===== src/rtl/riscv_soft_axi_lite_master.sv =====
// AXI4-Lite master bridge for the riscv_soft tile memory port: one outstanding load/store at a time.
// Optional feature macro RISCV_SOFT_AXI_MASTER_ERR_EN: report BRESP/RRESP errors and reject misaligned H/W.
module riscv_soft_axi_lite_master #(
  parameter int unsigned XPR_LEN = 32
) (
  input  logic                 S_AXI_ACLK,
  input  logic                 reset,
  input  logic                 req_valid,
  output logic                 req_ready,
  input  logic [1:0]           req_op,
  input  logic [2:0]           req_op_type,
  input  logic [XPR_LEN-1:0]   req_addr,
  input  logic [XPR_LEN-1:0]   req_data,
  output logic                 resp_valid,
  output logic [XPR_LEN-1:0]   resp_data,
  output logic                 resp_error,
  output logic [XPR_LEN-1:0]   M_AXI_AWADDR,
  output logic [2:0]           M_AXI_AWPROT,
  output logic                 M_AXI_AWVALID,
  input  logic                 M_AXI_AWREADY,
  output logic [XPR_LEN-1:0]   M_AXI_WDATA,
  output logic [XPR_LEN/8-1:0] M_AXI_WSTRB,
  output logic                 M_AXI_WVALID,
  input  logic                 M_AXI_WREADY,
  input  logic [1:0]           M_AXI_BRESP,
  input  logic                 M_AXI_BVALID,
  output logic                 M_AXI_BREADY,
  output logic [XPR_LEN-1:0]   M_AXI_ARADDR,
  output logic [2:0]           M_AXI_ARPROT,
  output logic                 M_AXI_ARVALID,
  input  logic                 M_AXI_ARREADY,
  input  logic [XPR_LEN-1:0]   M_AXI_RDATA,
  input  logic [1:0]           M_AXI_RRESP,
  input  logic                 M_AXI_RVALID,
  output logic                 M_AXI_RREADY
);

  localparam int unsigned STRB_W = XPR_LEN / 8;

  // Local mirror of the riscv_soft_constants.v memory encodings.
  localparam logic [1:0] MEM_LOAD    = 2'd1;
  localparam logic [1:0] MEM_STORE   = 2'd2;
  localparam logic [2:0] MEM_TYPE_B  = 3'd0;
  localparam logic [2:0] MEM_TYPE_H  = 3'd1;
  localparam logic [2:0] MEM_TYPE_W  = 3'd2;
  localparam logic [2:0] MEM_TYPE_BU = 3'd4;
  localparam logic [2:0] MEM_TYPE_HU = 3'd5;

  typedef enum logic [2:0] {IDLE, WR_REQ, WR_RESP, RD_REQ, RD_RESP, DONE} state_t;

  state_t     state;
  logic [2:0] type_q;
  logic [1:0] lane_q;
  logic       aw_done;
  logic       w_done;
  logic       aw_hs;
  logic       w_hs;
  logic       ar_hs;
  logic       req_bypass;
  logic       unused_resp;

  assign M_AXI_AWPROT = 3'b000;
  assign M_AXI_ARPROT = 3'b000;
  assign aw_hs        = M_AXI_AWVALID && M_AXI_AWREADY;
  assign w_hs         = M_AXI_WVALID && M_AXI_WREADY;
  assign ar_hs        = M_AXI_ARVALID && M_AXI_ARREADY;
  assign unused_resp  = ^{M_AXI_BRESP, M_AXI_RRESP};

  // Replicate the store operand across every lane it could land in.
  function automatic logic [XPR_LEN-1:0] store_lanes(input logic [2:0] t, input logic [XPR_LEN-1:0] d);
    case (t)
      MEM_TYPE_B, MEM_TYPE_BU: store_lanes = {(XPR_LEN/8){d[7:0]}};
      MEM_TYPE_H, MEM_TYPE_HU: store_lanes = {(XPR_LEN/16){d[15:0]}};
      default:                 store_lanes = d;
    endcase
  endfunction

  function automatic logic [STRB_W-1:0] store_strb(input logic [2:0] t, input logic [1:0] a);
    case (t)
      MEM_TYPE_B, MEM_TYPE_BU: store_strb = STRB_W'(4'b0001 << a);
      MEM_TYPE_H, MEM_TYPE_HU: store_strb = STRB_W'(4'b0011 << {a[1], 1'b0});
      default:                 store_strb = '1;
    endcase
  endfunction

  // Pick the addressed byte/half out of the read word and extend it.
  function automatic logic [XPR_LEN-1:0] load_extend(input logic [2:0] t, input logic [1:0] a,
                                                      input logic [XPR_LEN-1:0] d);
    logic [7:0]  b;
    logic [15:0] h;
    b = 8'(d >> {a, 3'b000});
    h = 16'(d >> {a[1], 4'b0000});
    case (t)
      MEM_TYPE_B:  load_extend = {{(XPR_LEN-8){b[7]}}, b};
      MEM_TYPE_BU: load_extend = {{(XPR_LEN-8){1'b0}}, b};
      MEM_TYPE_H:  load_extend = {{(XPR_LEN-16){h[15]}}, h};
      MEM_TYPE_HU: load_extend = {{(XPR_LEN-16){1'b0}}, h};
      default:     load_extend = d;
    endcase
  endfunction

`ifdef RISCV_SOFT_AXI_MASTER_ERR_EN
  function automatic logic misaligned(input logic [2:0] t, input logic [1:0] a);
    case (t)
      MEM_TYPE_H, MEM_TYPE_HU: misaligned = a[0];
      MEM_TYPE_W:              misaligned = (a != 2'b00);
      default:                 misaligned = 1'b0;
    endcase
  endfunction

  assign req_bypass = ((req_op == MEM_LOAD) || (req_op == MEM_STORE)) &&
                      misaligned(req_op_type, req_addr[1:0]);
`else
  assign req_bypass = 1'b0;
`endif

  always_ff @(posedge S_AXI_ACLK) begin
    if (reset) begin
      state         <= IDLE;
      req_ready     <= 1'b1;
      resp_valid    <= 1'b0;
      resp_data     <= '0;
      resp_error    <= 1'b0;
      type_q        <= MEM_TYPE_W;
      lane_q        <= 2'b00;
      aw_done       <= 1'b0;
      w_done        <= 1'b0;
      M_AXI_AWADDR  <= '0;
      M_AXI_AWVALID <= 1'b0;
      M_AXI_WDATA   <= '0;
      M_AXI_WSTRB   <= '0;
      M_AXI_WVALID  <= 1'b0;
      M_AXI_BREADY  <= 1'b0;
      M_AXI_ARADDR  <= '0;
      M_AXI_ARVALID <= 1'b0;
      M_AXI_RREADY  <= 1'b0;
    end else begin
      resp_valid <= 1'b0;
      case (state)
        IDLE: begin
          if (req_valid && req_ready) begin
            req_ready  <= 1'b0;
            type_q     <= req_op_type;
            lane_q     <= req_addr[1:0];
            resp_data  <= '0;
            resp_error <= 1'b0;
            if (req_bypass) begin
              resp_error <= 1'b1;
              resp_valid <= 1'b1;
              state      <= DONE;
            end else if (req_op == MEM_STORE) begin
              M_AXI_AWADDR  <= {req_addr[XPR_LEN-1:2], 2'b00};
              M_AXI_WDATA   <= store_lanes(req_op_type, req_data);
              M_AXI_WSTRB   <= store_strb(req_op_type, req_addr[1:0]);
              M_AXI_AWVALID <= 1'b1;
              M_AXI_WVALID  <= 1'b1;
              aw_done       <= 1'b0;
              w_done        <= 1'b0;
              state         <= WR_REQ;
            end else if (req_op == MEM_LOAD) begin
              M_AXI_ARADDR  <= {req_addr[XPR_LEN-1:2], 2'b00};
              M_AXI_ARVALID <= 1'b1;
              state         <= RD_REQ;
            end else begin
              resp_valid <= 1'b1;
              state      <= DONE;
            end
          end
        end
        // AW and W complete independently; leave once both have been taken.
        WR_REQ: begin
          if (aw_hs) M_AXI_AWVALID <= 1'b0;
          if (w_hs)  M_AXI_WVALID  <= 1'b0;
          if ((aw_done || aw_hs) && (w_done || w_hs)) begin
            aw_done      <= 1'b0;
            w_done       <= 1'b0;
            M_AXI_BREADY <= 1'b1;
            state        <= WR_RESP;
          end else begin
            aw_done <= aw_done || aw_hs;
            w_done  <= w_done || w_hs;
          end
        end
        WR_RESP: begin
          if (M_AXI_BVALID && M_AXI_BREADY) begin
            M_AXI_BREADY <= 1'b0;
            resp_valid   <= 1'b1;
`ifdef RISCV_SOFT_AXI_MASTER_ERR_EN
            resp_error   <= M_AXI_BRESP[1];
`endif
            state        <= DONE;
          end
        end
        RD_REQ: begin
          if (ar_hs) begin
            M_AXI_ARVALID <= 1'b0;
            M_AXI_RREADY  <= 1'b1;
            state         <= RD_RESP;
          end
        end
        RD_RESP: begin
          if (M_AXI_RVALID && M_AXI_RREADY) begin
            M_AXI_RREADY <= 1'b0;
            resp_data    <= load_extend(type_q, lane_q, M_AXI_RDATA);
            resp_valid   <= 1'b1;
`ifdef RISCV_SOFT_AXI_MASTER_ERR_EN
            resp_error   <= M_AXI_RRESP[1];
`endif
            state        <= DONE;
          end
        end
        DONE: begin
          req_ready <= 1'b1;
          state     <= IDLE;
        end
        default: state <= IDLE;
      endcase
    end
  end

endmodule


===== config.mk =====
export PLATFORM = sky130hd
export DESIGN_NAME = riscv_soft_axi_lite_master
export DESIGN_NICKNAME = d
export VERILOG_FILES = /design/src/rtl/riscv_soft_axi_lite_master.sv
export SDC_FILE = /design/constraint.sdc
export NUM_CORES = 1
export LEC_CHECK = 0
export CAP_MARGIN = 0
export CORE_MARGIN = 2
export CORE_UTILIZATION = 39
export DETAILED_ROUTE_END_ITERATION = 7
export PLACE_DENSITY = 0.78
export SLEW_MARGIN = 30
export SYNTH_ARGS = -nofsm -noshare
export SYNTH_HDL_FRONTEND = slang
export SYNTH_SLANG_ARGS = --single-unit

===== constraint.sdc =====
create_clock -name S_AXI_ACLK -period 1.5 [get_ports S_AXI_ACLK]
set_input_delay 0.15 -clock S_AXI_ACLK [delete_from_list [all_inputs] [get_ports S_AXI_ACLK]]
set_output_delay 0.15 -clock S_AXI_ACLK [all_outputs]
set_load 0.02 [all_outputs]

# --- Word level (Yosys, flattened, before mapping) ---
# Cells that the tools add are included.
totals:
  output_inout_bits: 146
  wordCells: 122
  input_bits: 113
  reg_bits: 145
classes:
  n_eq_ne: 23
  bitwise: 1
  n_shift: 4
  mux: 45
  reduce_logical: 32
op_table:
  columns: ["cell", "n"]
  rows:
  - ["$pmux 32 s2", 2]
  - ["$pmux 32 s4", 1]
  - ["$mux 32", 2]
  - ["$shr 32x5->16", 1]
  - ["$shr 32x5->8", 1]
  - ["$mux 1", 22]
  - ["$mux 3", 7]
  - ["$ne 2x2->1 const B", 10]
  - ["$eq 3x3->1 const B", 6]
  - ["$pmux 1 s2", 8]
  - ["$pmux 3 s5", 1]
  - ["$reduce_and 3->1", 5]
  - ["$reduce_and 4->1", 3]
  - ["$reduce_bool 2->1", 6]
  - ["$reduce_and 5->1", 2]
  - ["$eq 3x1->1 const B", 3]
  - ["$logic_not 3->1", 3]
  - ["$pmux 4 s2", 1]
  - ["$logic_and 1x1->1", 7]
  - ["$eq 3x2->1 const B", 2]
  - ["$reduce_and 2->1", 2]
  - ["$reduce_or 2->1", 2]
  - ["$shl 1x2->4 const A", 1]
  - ["$shl 2x2->4 const A", 1]
  - ["other kinds (5)", 6]

# --- Logic depth before layout (Yosys ltp) ---
# Gate-level depths: netlist (run 1).
depth:
  word_depth: 5
  depth_mapped: 8
  mapped_depth_nobuf: 6

# --- Worst setup path before layout (run 1) ---
# Ideal clock, no wire load.
synth_timing:
  path_type: "register to register"
  start: "register req_ready"
  end: "register M_AXI_ARADDR[11]"
  path_slack_ns: -0.061
  setup_time_ns: 0.128
  t_arrival_ns: 1.434
  stages_incl_launch_ff: 7
  path_buffers: 2
  t_required_ns: 1.372
  synth_period_minus_slack_ns: 1.561
  path_cell_list: "dfxtp_1 -> and3b_4 -> and4b_1 -> buf_4 -> buf_6 -> mux2i_1 -> nor2_1"
synth_via:
  elab_chain_cells: 2
synth_rtl:
  columns: ["element", "line_no", "text"]
  rows:
  - ["start, declared", "9", "output logic req_ready,"]
  - ["start signal, assigned", "120", "req_ready <= 1'b1;"]
  - ["start signal, assigned", "142", "req_ready <= 1'b0;"]
  - ["start signal, assigned", "213", "req_ready <= 1'b1;"]
  - ["$logic_and 1x1->1", "141", "if (req_valid && req_ready) begin"]
  - ["$reduce_and 4->1 (no source line)", null, null]
  - ["end signal, assigned", "161", "M_AXI_ARADDR <= {req_addr[XPR_LEN-1:2], 2'b00};"]
  - ["end, declared", "28", "output logic [XPR_LEN-1:0] M_AXI_ARADDR,"]
# Every way passes these cells.
# A chain may end at the register's enable or synchronous reset.

# --- Worst setup path in the final report (run 1) ---
layout_timing:
  start: "register state[2]"
  end: "register resp_data[4]"
layout_via:
  elab_chain_cells: 3
  word_cells_on_any_way: 7
  cone_classes: "eq/ne: 3; mux: 1; reduce/logical: 3"
layout_rtl:
  columns: ["element", "line_no", "text"]
  rows:
  - ["start, declared", "51", "state_t state;"]
  - ["start signal, assigned", "119", "state <= IDLE;"]
  - ["start signal, assigned", "150", "state <= DONE;"]
  - ["start signal, assigned", "159", "state <= WR_REQ;"]
  - ["$eq 3x3->1 or $logic_not 3->1 (tied branches)", "139", "case (state)"]
  - ["$ne 2x2->1 (no source line) or $reduce_bool 2->1 (tied branches)", null, null]
  - ["$reduce_and 3->1 (no source line)", null, null]
  - ["end signal, assigned", "204", "resp_data <= load_extend(type_q, lane_q, M_AXI_RDATA);"]
  - ["end, declared", "15", "output logic [XPR_LEN-1:0] resp_data,"]
# Several ways; a longest one is shown, not always the timed one.

==> results.yml, run 1 <==
run_status:
  status: "finished, violations left"
  violations: "negative setup slack"
worst_setup_path:
  cp-startpoint: "state[2]$_SDFFE_PP0P_"
  required_ps: 1840
  setup.worst_path.end: "resp_data[4]$_SDFFE_PP0P_"
  path_max_fanout: 8
  regToRegStartpoint: "state[2]$_SDFFE_PP0P_"
  slowest_delay_ps: 340
  r2r-end: "resp_data[4]$_SDFFE_PP0P_"
  reg2reg_depth: 7
  cp.depth: 7
  worstSetupEndpointType: "flip-flop"
  crit_family: "buffers and inverters"
  crit_buf_inv: 3
  worstSetupStartpointType: "flip-flop"
  r2r_setup_slack_ps: -40
  crit_arrival_ps: 1890
  worstPathCellList: "and3b_4 > buf_4 > a221oi_4 > buf_6 > clkbuf_16 > nand2_1 > o21ai_1"
  crit_type: "flip-flop to flip-flop"
  cp_slowest_cell: "dfxtp_2"
layout:
  area_delta_synth_final_pct: 57.0
  fin_cells: 1236
  nFillCells: 1357
  seqCellArea_sq_mm: 0.00291
  multi_input_area_sq_mm: 0.00313
  layout_common_cells: "141 x dfxtp_1, 136 x nand2_1, 135 x dlygate4sd2_1"
  antenna_cells: 0
  utilization: 0.626
  layout-drive-gt1-share: 0.156
  nets: 1123
  layout_commonest_cell: "dfxtp_1"
die:
  core_sq_mm: 0.0158
  rows: 46
  die_w_um: 131
  die_y_um: 131
  start_util: 0.399
  io_pins: 259
  die-area_sq_mm: 0.0172
placement:
  portBuffers: 243
  dp_hpwl_um: 14500
  dp.cells: 1195
  gp_congestion: 0.868
logic_synthesis:
  async_reset_ff_frac: 0
  yosys_warnings: 0
  avgSynthCellArea_sq_um: 8.65
  syn-cell-area_sq_mm: 0.00631
  synth_ff_type: "dfxtp_1"
  synth-seq-cells: 145
  ys_types: 55
  synth_edf_count: 0
  synthCells: 730
  synth_seq_area_share: 0.460
global_routing:
  antenna_found_initial: 0
  grt_pass1_wl_um: 31400
  grt-ovfl-total: 0
  grt_pass1_vias: 6024
  grtUsageTotal: 0.226
  grt_start_max_net_pins: 44
cts:
  clk_latency_ps: 420
  cts_tree: "yes"
  root_buffer: "clkbuf_16"
  path_clk_slew_ps: 60
  numCtsBuffers: 17
  clock_sinks: 145
  clockBufferDepth: 2
  htree_levels: 4
detailed_routing:
  vias: 6349
  drt_iter0_drc: 329
  routed_via_density: 5.14
  antenna_left: 0
  wl_per_cell_um: 16.5
  wl_um: 20400
  drc: 0
  firstDrtPassIters: 5
timing:
  layout_min_cycle_time_ps: 1540
  hold_viol_final: 0
  fin_ws_ps: -43.5
  rsz0062_at_grt: "yes"
  max-slew-margin-rel: 0.622
  period_share: 1.03
  fmax_mhz: 648
  max_slew.worst_pin.slew_ps: 567
  finalSetupViolations: 54
  report.final.slew_viol_count: 0
  finClkSkew_ps: 13.2
worst_hold_path:
  hp-class: "primary input to flip-flop"
power:
  ir_drop_mv: 1.02
  p_leak_uw: 0.00427
  finalPower_uw: 11900
  power_density_mw_per_mm2: 1200
job:
  maxCapViolCount: 0
[worst min-delay path by stage]
stage	start	to	slack [ps]	depth (start not counted)
final	req_addr[9]	M_AXI_AWADDR[9]$_SDFFE_PP0P_	300	3
after global routing	req_addr[25]	M_AXI_AWADDR[25]$_SDFFE_PP0P_	310	3
after CTS	req_addr[9]	M_AXI_AWADDR[9]$_SDFFE_PP0P_	290	3
after detailed placement	reset	state[2]$_SDFFE_PP0P_	400	2
after global placement	reset	state[2]$_SDFFE_PP0P_	390	2
after floorplan	M_AXI_AWREADY	M_AXI_AWVALID$_SDFFE_PP0P_	250	1
[Yosys cell counts (9+ instances only)]
cell / n / share of area
buf_6: 10 / 0.018
dfxtp_1: 145 / 0.46
o211ai_1: 9 / 0.011
o21ai_0: 33 / 0.026
buf_2: 14 / 0.011
nor2_1: 81 / 0.048
clkbuf_1: 23 / 0.014
a21oi_1: 68 / 0.054
mux2i_1: 56 / 0.089
buf_4: 16 / 0.019
a211oi_2: 9 / 0.018
nor3_1: 9 / 0.0071
nand2_1: 139 / 0.083
o21ai_1: 13 / 0.010
[metal layers]
metal / global-route usage / vias to the layer above / share of wire
met5: 0 / - / 0
met4: 0.0864 / 0 / 0.026
met3: 0.0725 / 39 / 0.083
met2: 0.378 / 262 / 0.49
met1: 0.270 / 2982 / 0.40
li1: - / 3066 / -
[stage by stage]
step                      TNS, ps  setup WS, ps  hold WS (ps)  cell area [sq um]
after floorplan              -872         -30.8           246               6350
after global placement     -28120          -294           395               9240
after detailed placement   -31860          -326           396               9240
after CTS                   -1550         -59.9           289               9720
after global routing        -6760          -122           306               9910
final                       -1060         -43.5           302               9910
[worst min-delay path: cells and delay by family]
kind / cells / cell delay, ps
AOI/OAI and AO/OA: 1 / 50
buffers and inverters: 1 / 410
and+or+nand+nor: 1 / 60
[cell families (layout without fill, tap and decap cells)]
group                      after synthesis  count (layout)  synth area share
muxes                                   60              60            0.0995
other                                    1              11          0.000594
DFF                                    145             145             0.460
adders and majority gates                2               2           0.00396
buffers and inverters                   76             356            0.0695
and+or+nand+nor                        267             267             0.178
AOI/OAI and AO/OA                      179             179             0.189
[area by class of cell]
class	instances	area share
clock inverters	13	0.0114
flip-flops and latches	145	0.294
well taps	216	0.0273
multi-input cells	519	0.315
clock buffers	18	0.0433
inverters	9	0.00341
repair buffers	316	0.306
[registers in the layout, indices dropped and copies added (netlist names), 2 cells and up]
register,count
M_AXI_ARADDR,30
M_AXI_AWADDR,30
M_AXI_WDATA,32
M_AXI_WSTRB,4
lane_q,2
resp_data,32
state,3
type_q,3
[what timing repair did]
action	CTS	global route
gates resized for setup	157	32
setup buffers	2	1
endpoints found under the hold margin	1	0
pin swaps	10	15
endpoints found under the setup margin	219	118
hold buffers	1	0
cloned	1	5
[where the power goes]
part / switching (uW) / internal [uW] / leakage (uW)
clock network: 1680 / 2270 / 0.000263
logic: 1890 / 1690 / 0.00283
registers: 189 / 4150 / 0.00117
No activity file was read; power rests on OpenSTA's default activity.
==> run 2: changes to the inputs <==
- ABC_AREA: not set -> 1
- CORE_UTILIZATION: 39 -> 40
- SLEW_MARGIN: 30 -> not set
==> run 2 against run 1 <==
  * The run still ends with negative setup slack left
  * Wire length up 12%
  * Final area up 3.6%
  * Area after synthesis grew 4.4%
  * Non-clock buffer count increased by 6
  * Highest routed layer unchanged
  * Sequential share of layout area decreased by 1.0 points
==> results.yml, run 2 <==
run_status:
  status: "finished, violations left"
  violations: "negative setup slack"
detailed_routing:
  antenna_left: 0
  drt_iter0_drc: 484
  routed_via_density: 5.00
  wl_per_cell_um: 15.8
  wl_um: 22900
  vias: 7258
  drc: 0
  firstDrtPassIters: 5
layout:
  final_cell_area_sq_mm: 0.0103
  area_delta_synth_final_pct: 55.7
  layout_common_cells: "180 x nand2_1, 172 x nor2_1, 141 x dfxtp_1"
  antenna_cells: 0
  largestRegisters: "M_AXI_WDATA (32), resp_data (32)"
  layout_commonest_cell: "nand2_1"
  nets: 1338
  layout-drive-gt1-share: 0.125
  fin_cells: 1452
logic_synthesis:
  synth_top_area_cell: "dfxtp_1"
  synth_edf_count: 0
  synth-seq-cells: 145
  synthTopCellsByArea: "dfxtp_1 44%, nand2_1 10%, nor2_1 9.8%"
  avgSynthCellArea_sq_um: 7.03
  synth_seq_area_share: 0.440
  ys_types: 31
  yosysMostFrequentCell: "nand2_1"
  synth_ff_type: "dfxtp_1"
  yosys_warnings: 0
  syn-cell-area_sq_mm: 0.00659
  synth.top_cells.by_count: "181 x nand2_1, 173 x nor2_1, 145 x dfxtp_1, 115 x a21oi_1, 74 x o21ai_0"
  yosysTopAreaCellShare: 0.440
  async_reset_ff_frac: 0
  synthCells: 938
die:
  start_util: 0.412
  die_w_um: 132
  rows: 46
  die-area_sq_mm: 0.0175
  io_pins: 259
  die_y_um: 132
  core_sq_mm: 0.0160
timing:
  finalSetupViolations: 2
  fin_ws_ps: -9.94
  period_share: 1.01
  rsz0062_at_grt: "yes"
  max-slew-margin-rel: 0.619
  whs_ps: 336
  layout_min_cycle_time_ps: 1510
  finClkSkew_ps: 7.81
  report.final.slew_viol_count: 0
  hold_viol_final: 0
  fmax_mhz: 662
  max_slew.worst_pin.slew_ps: 569
placement:
  portBuffers: 243
  dp_hpwl_um: 15000
  dp.cells: 1393
  place_ws_ps: -481
  gp_congestion: 0.911
  placed_cell_area_sq_mm: 0.00938
global_routing:
  antenna_found_initial: 0
  grt_pass1_vias: 6690
  grt_start_max_net_pins: 66
  grt-ovfl-total: 0
  grt_pass1_wl_um: 34400
  grtUsageTotal: 0.244
worst_setup_path:
  worstSetupEndpointType: "flip-flop"
  path_max_fanout: 11
  setup.worst_path.end: "M_AXI_WDATA[11]$_SDFFE_PP0P_"
  reg2reg_depth: 10
  r2r-end: "M_AXI_WDATA[11]$_SDFFE_PP0P_"
  r2r_setup_slack_ps: -10
  crit_arrival_ps: 1860
  regToRegStartpoint: "state[1]$_SDFFE_PP0P_"
  cp-startpoint: "state[1]$_SDFFE_PP0P_"
  worstSetupStartpointType: "flip-flop"
  required_ps: 1850
  crit_type: "flip-flop to flip-flop"
cts:
  cts_tree: "yes"
  clk_latency_ps: 420
  root_buffer: "clkbuf_16"
  clockBufferDepth: 2
  numCtsBuffers: 17
  clock_sinks: 145
  ctsHoldBuffers: 0
  path_clk_slew_ps: 60
  htree_levels: 4
power:
  p_leak_uw: 0.00494
  ir_drop_mv: 0.779
  finalPower_uw: 13000
  power_density_mw_per_mm2: 1260
worst_hold_path:
  hp-class: "primary input to flip-flop"
  whs_path_depth: 3
job:
  maxCapViolCount: 0
==> run 2: kinds of logic after synthesis <==
logic type,Yosys count,synth area share
fa+ha+maj,2,0.00379
compound gates,247,0.193
flops,145,0.440
simple gates,401,0.253
other cells,1,0.000569
buf+inv,142,0.110
==> run 2: per-stage QoR <==
stage	utilization	TNS [ps]
after CTS	0.618	-26.2
after detailed placement	0.586	-33770
final	0.642	-15.2
after floorplan	-	0
after global placement	0.586	-30360
after global routing	0.642	-3260
==> run 2: worst min path at each step <==
stage / startpoint / end
after CTS: req_addr[18] / M_AXI_AWADDR[18]$_SDFFE_PP0P_
final: req_addr[18] / M_AXI_AWADDR[18]$_SDFFE_PP0P_
after global placement: M_AXI_ARADDR[21]$_SDFFE_PP0P_ / M_AXI_ARADDR[21]$_SDFFE_PP0P_
after floorplan: req_addr[27] / M_AXI_AWADDR[27]$_SDFFE_PP0P_
after global routing: req_addr[24] / M_AXI_AWADDR[24]$_SDFFE_PP0P_
after detailed placement: M_AXI_ARADDR[9]$_SDFFE_PP0P_ / M_AXI_ARADDR[9]$_SDFFE_PP0P_
==> run 2: report_power, final <==
group	total (uW)	switching [uW]	internal, uW
clock network	3880	1720	2160
logic	4550	2600	1950
registers	4530	261	4270
total	13000	4580	8380
==> run 2: area by class of cell <==
class / count / area (sq um)
flip-flops and latches: 145 / 2910
well taps: 216 / 270
clock buffers: 20 / 447
repair buffers: 322 / 3200
fillers: 1449 / 5730
multi-input cells: 662 / 3070
clock inverters: 12 / 86.3
inverters: 75 / 287
==> run 2: routing by layer <==
| layer | GRT usage | up-vias | wire, um |
|---|---|---|---|
| met2 | 0.398 | 303 | 11000 |
| met5 | 0 | - | 0 |
| met3 | 0.0907 | 43 | 2140 |
| met4 | 0.106 | 0 | 644 |
| met1 | 0.286 | 3339 | 9080 |
| li1 | - | 3573 | - |
==> run 2: critical path, stage by stage (launching register included) <==
cell and delay, ps:
dfxtp_2 340, buf_6 120, inv_2 50, nand2_2 60
nor2_4 120, nand2_4 70, nor2_4 130, buf_6 170
clkbuf_16 180, o21ai_1 70, a21oi_1 140
==> run 2: repair_timing <==
action	CTS	global route
endpoints found under the setup margin	198	122
gates resized for setup	144	51
hold endpoints to repair	0	0
buffers inserted	7	7
cloned	3	10
pin swaps	2	4
==> run 3: changes to the inputs <==
- ABC_CLOCK_PERIOD_IN_PS: not set -> 1500
- PLACE_DENSITY: 0.78 -> 0.77
==> run 3 against run 2 <==
  * The run still ends with negative setup slack left
  * Cell count fell by 0.14%
  * Global-route usage rose by 0.43 points
  * Combinational power rose by 6.4%
  * Largest power group unchanged
  * Critical path depth did not move
  * Fmax rose by 0.59%
  * Clock power rose by 16%
  * Die area did not move
  * Non-clock buffer count did not move
  * Critical endpoint is now M_AXI_WDATA[0]$_SDFFE_PP0P_
  * Count of clock-buffer cells in the layout rose by 1
  * Clock skew rose by 3.1 ps
  * Setup slack improved by 8.8 ps
==> results.yml, run 3 (synthesis results as in run 2) <==
timing:
  hold_viol_final: 0
  report.final.slew_viol_count: 0
  finalSetupViolations: 2
  period_share: 1.00
  finalSetupTns_ps: -1.62
  fin_ws_ps: -1.13
  whs_ps: 339
  max-slew-margin-rel: 0.576
  layout_min_cycle_time_ps: 1500
  finClkSkew_ps: 11.0
  max_slew.worst_pin.slew_ps: 633
  rsz0062_at_grt: "yes"
  fmax_mhz: 666
detailed_routing:
  drc: 0
  wl_um: 23300
  antenna_left: 0
  vias: 7332
  wl_per_cell_um: 16.1
  drt_iter0_drc: 357
  routed_via_density: 5.06
  firstDrtPassIters: 5
job:
  maxCapViolCount: 0
cts:
  numCtsBuffers: 17
  path_clk_slew_ps: 60
  ctsHoldBuffers: 0
  root_buffer: "clkbuf_16"
  clockBufferDepth: 2
  htree_levels: 4
  clock_sinks: 145
  cts_tree: "yes"
  clk_latency_ps: 420
placement:
  portBuffers: 243
  gp_congestion: 0.909
  placed_cell_area_sq_mm: 0.00941
  dp_hpwl_um: 15300
layout:
  nets: 1338
  antenna_cells: 0
  final_cell_area_sq_mm: 0.0104
  layout_commonest_cell: "nand2_1"
  utilization: 0.652
  area_delta_synth_final_pct: 58.2
  largestRegisters: "M_AXI_WDATA (32), resp_data (32)"
  layout-drive-gt1-share: 0.143
  layout_common_cells: "172 x nand2_1, 171 x nor2_1, 141 x dfxtp_1"
global_routing:
  grt_start_max_net_pins: 45
  grtUsageTotal: 0.248
  antenna_found_initial: 0
  grt_pass1_vias: 6824
  grt-ovfl-total: 0
  grt_pass1_wl_um: 34800
run_status:
  violations: "negative setup slack"
  status: "finished, violations left"
worst_setup_path:
  crit_arrival_ps: 1860
  worstSetupEndpointType: "flip-flop"
  regToRegStartpoint: "state[1]$_SDFFE_PP0P_"
  worstSetupStartpointType: "flip-flop"
  crit_type: "flip-flop to flip-flop"
  required_ps: 1850
  path_max_fanout: 10
  cp-startpoint: "state[1]$_SDFFE_PP0P_"
power:
  switchingPower_uw: 4630
  power_density_mw_per_mm2: 1330
  intPower_uw: 9240
  comb_power_share: 0.349
  p_leak_uw: 0.00497
  ir_drop_mv: 0.780
  pwr-share-clk: 0.325
  finalPower_uw: 13900
  p_sw_frac: 0.334
  sequentialPowerShare: 0.326
worst_hold_path:
  hold_path_startpoint: "req_addr[16]"
  hp-class: "primary input to flip-flop"
die:
  die-area_sq_mm: 0.0175
  io_pins: 259
  start_util: 0.412
  rows: 46
  die_w_um: 132
  core_sq_mm: 0.0160
  die_y_um: 132
-- run 3: layout make-up --
type | instances | area [sq um]
Clock inverter | 9 | 158
Timing Repair Buffer | 322 | 3190
Sequential cell | 145 | 2910
Inverter | 75 | 290
Multi-Input combinational cell | 662 | 3150
Clock buffer | 21 | 460
Tap cell | 216 | 270
Fill cell | 1443 | 5570
-- run 3: worst max-delay path, stage by stage, from the launching register on --
cell and delay [ps]:
dfxtp_4 360, buf_6 110, inv_2 40, nand2_2 60
nor2_4 120, nand2_4 70, nor2_4 130, buf_8 170
buf_6 170, o21ai_0 100, nor2_1 100
-- run 3: power groups by stage --
| stage | Combinational (uW) | Sequential (uW) | Clock, uW |
|---|---|---|---|
| floorplan | 2030 | 4950 | 0 |
| CTS | 4230 | 4500 | 4550 |
| global placement | 4210 | 4580 | 0 |
| global route | 5240 | 4580 | 4710 |
| finish | 4840 | 4530 | 4510 |
| detailed placement | 4250 | 4580 | 0 |
-- run 3: stage by stage --
| step | setup slack (ps) | std cells |
|---|---|---|
| 2_1_floorplan | 4.73 | 948 |
| 3_3_place_gp | -449 | 1394 |
| 3_5_place_dp | -461 | 1394 |
| 4_1_cts | -20.4 | 1432 |
| 5_1_grt | -91.7 | 1450 |
| 6_report | -1.13 | 1450 |
-- run 3: final timing paths --
kind / end / slack [ps] / depth (start not counted)
hold reg to reg: M_AXI_ARADDR[18]$_SDFFE_PP0P_ / 440 / 2
hold / removal: M_AXI_AWADDR[16]$_SDFFE_PP0P_ / 340 / 3
setup / recovery: M_AXI_WDATA[0]$_SDFFE_PP0P_ / -1 / 10
setup reg to reg: M_AXI_WDATA[0]$_SDFFE_PP0P_ / -1 / 10
-- run 3: per-layer routing --
metal	GRT usage	up-vias	wire, um	part of all wire
met5	0	-	0	0
met4	0.0890	0	621	0.027
met3	0.0992	41	2340	0.10
met2	0.414	334	11300	0.48
met1	0.287	3378	9100	0.39
li1	-	3579	-	-
-- run 3: what timing repair did --
item | CTS | global route
setup endpoints to repair | 232 | 126
cloned | 3 | 6
resized for setup | 142 | 73
hold endpoints to repair | 0 | 0
setup buffers | 5 | 13
pin swaps | 2 | 6
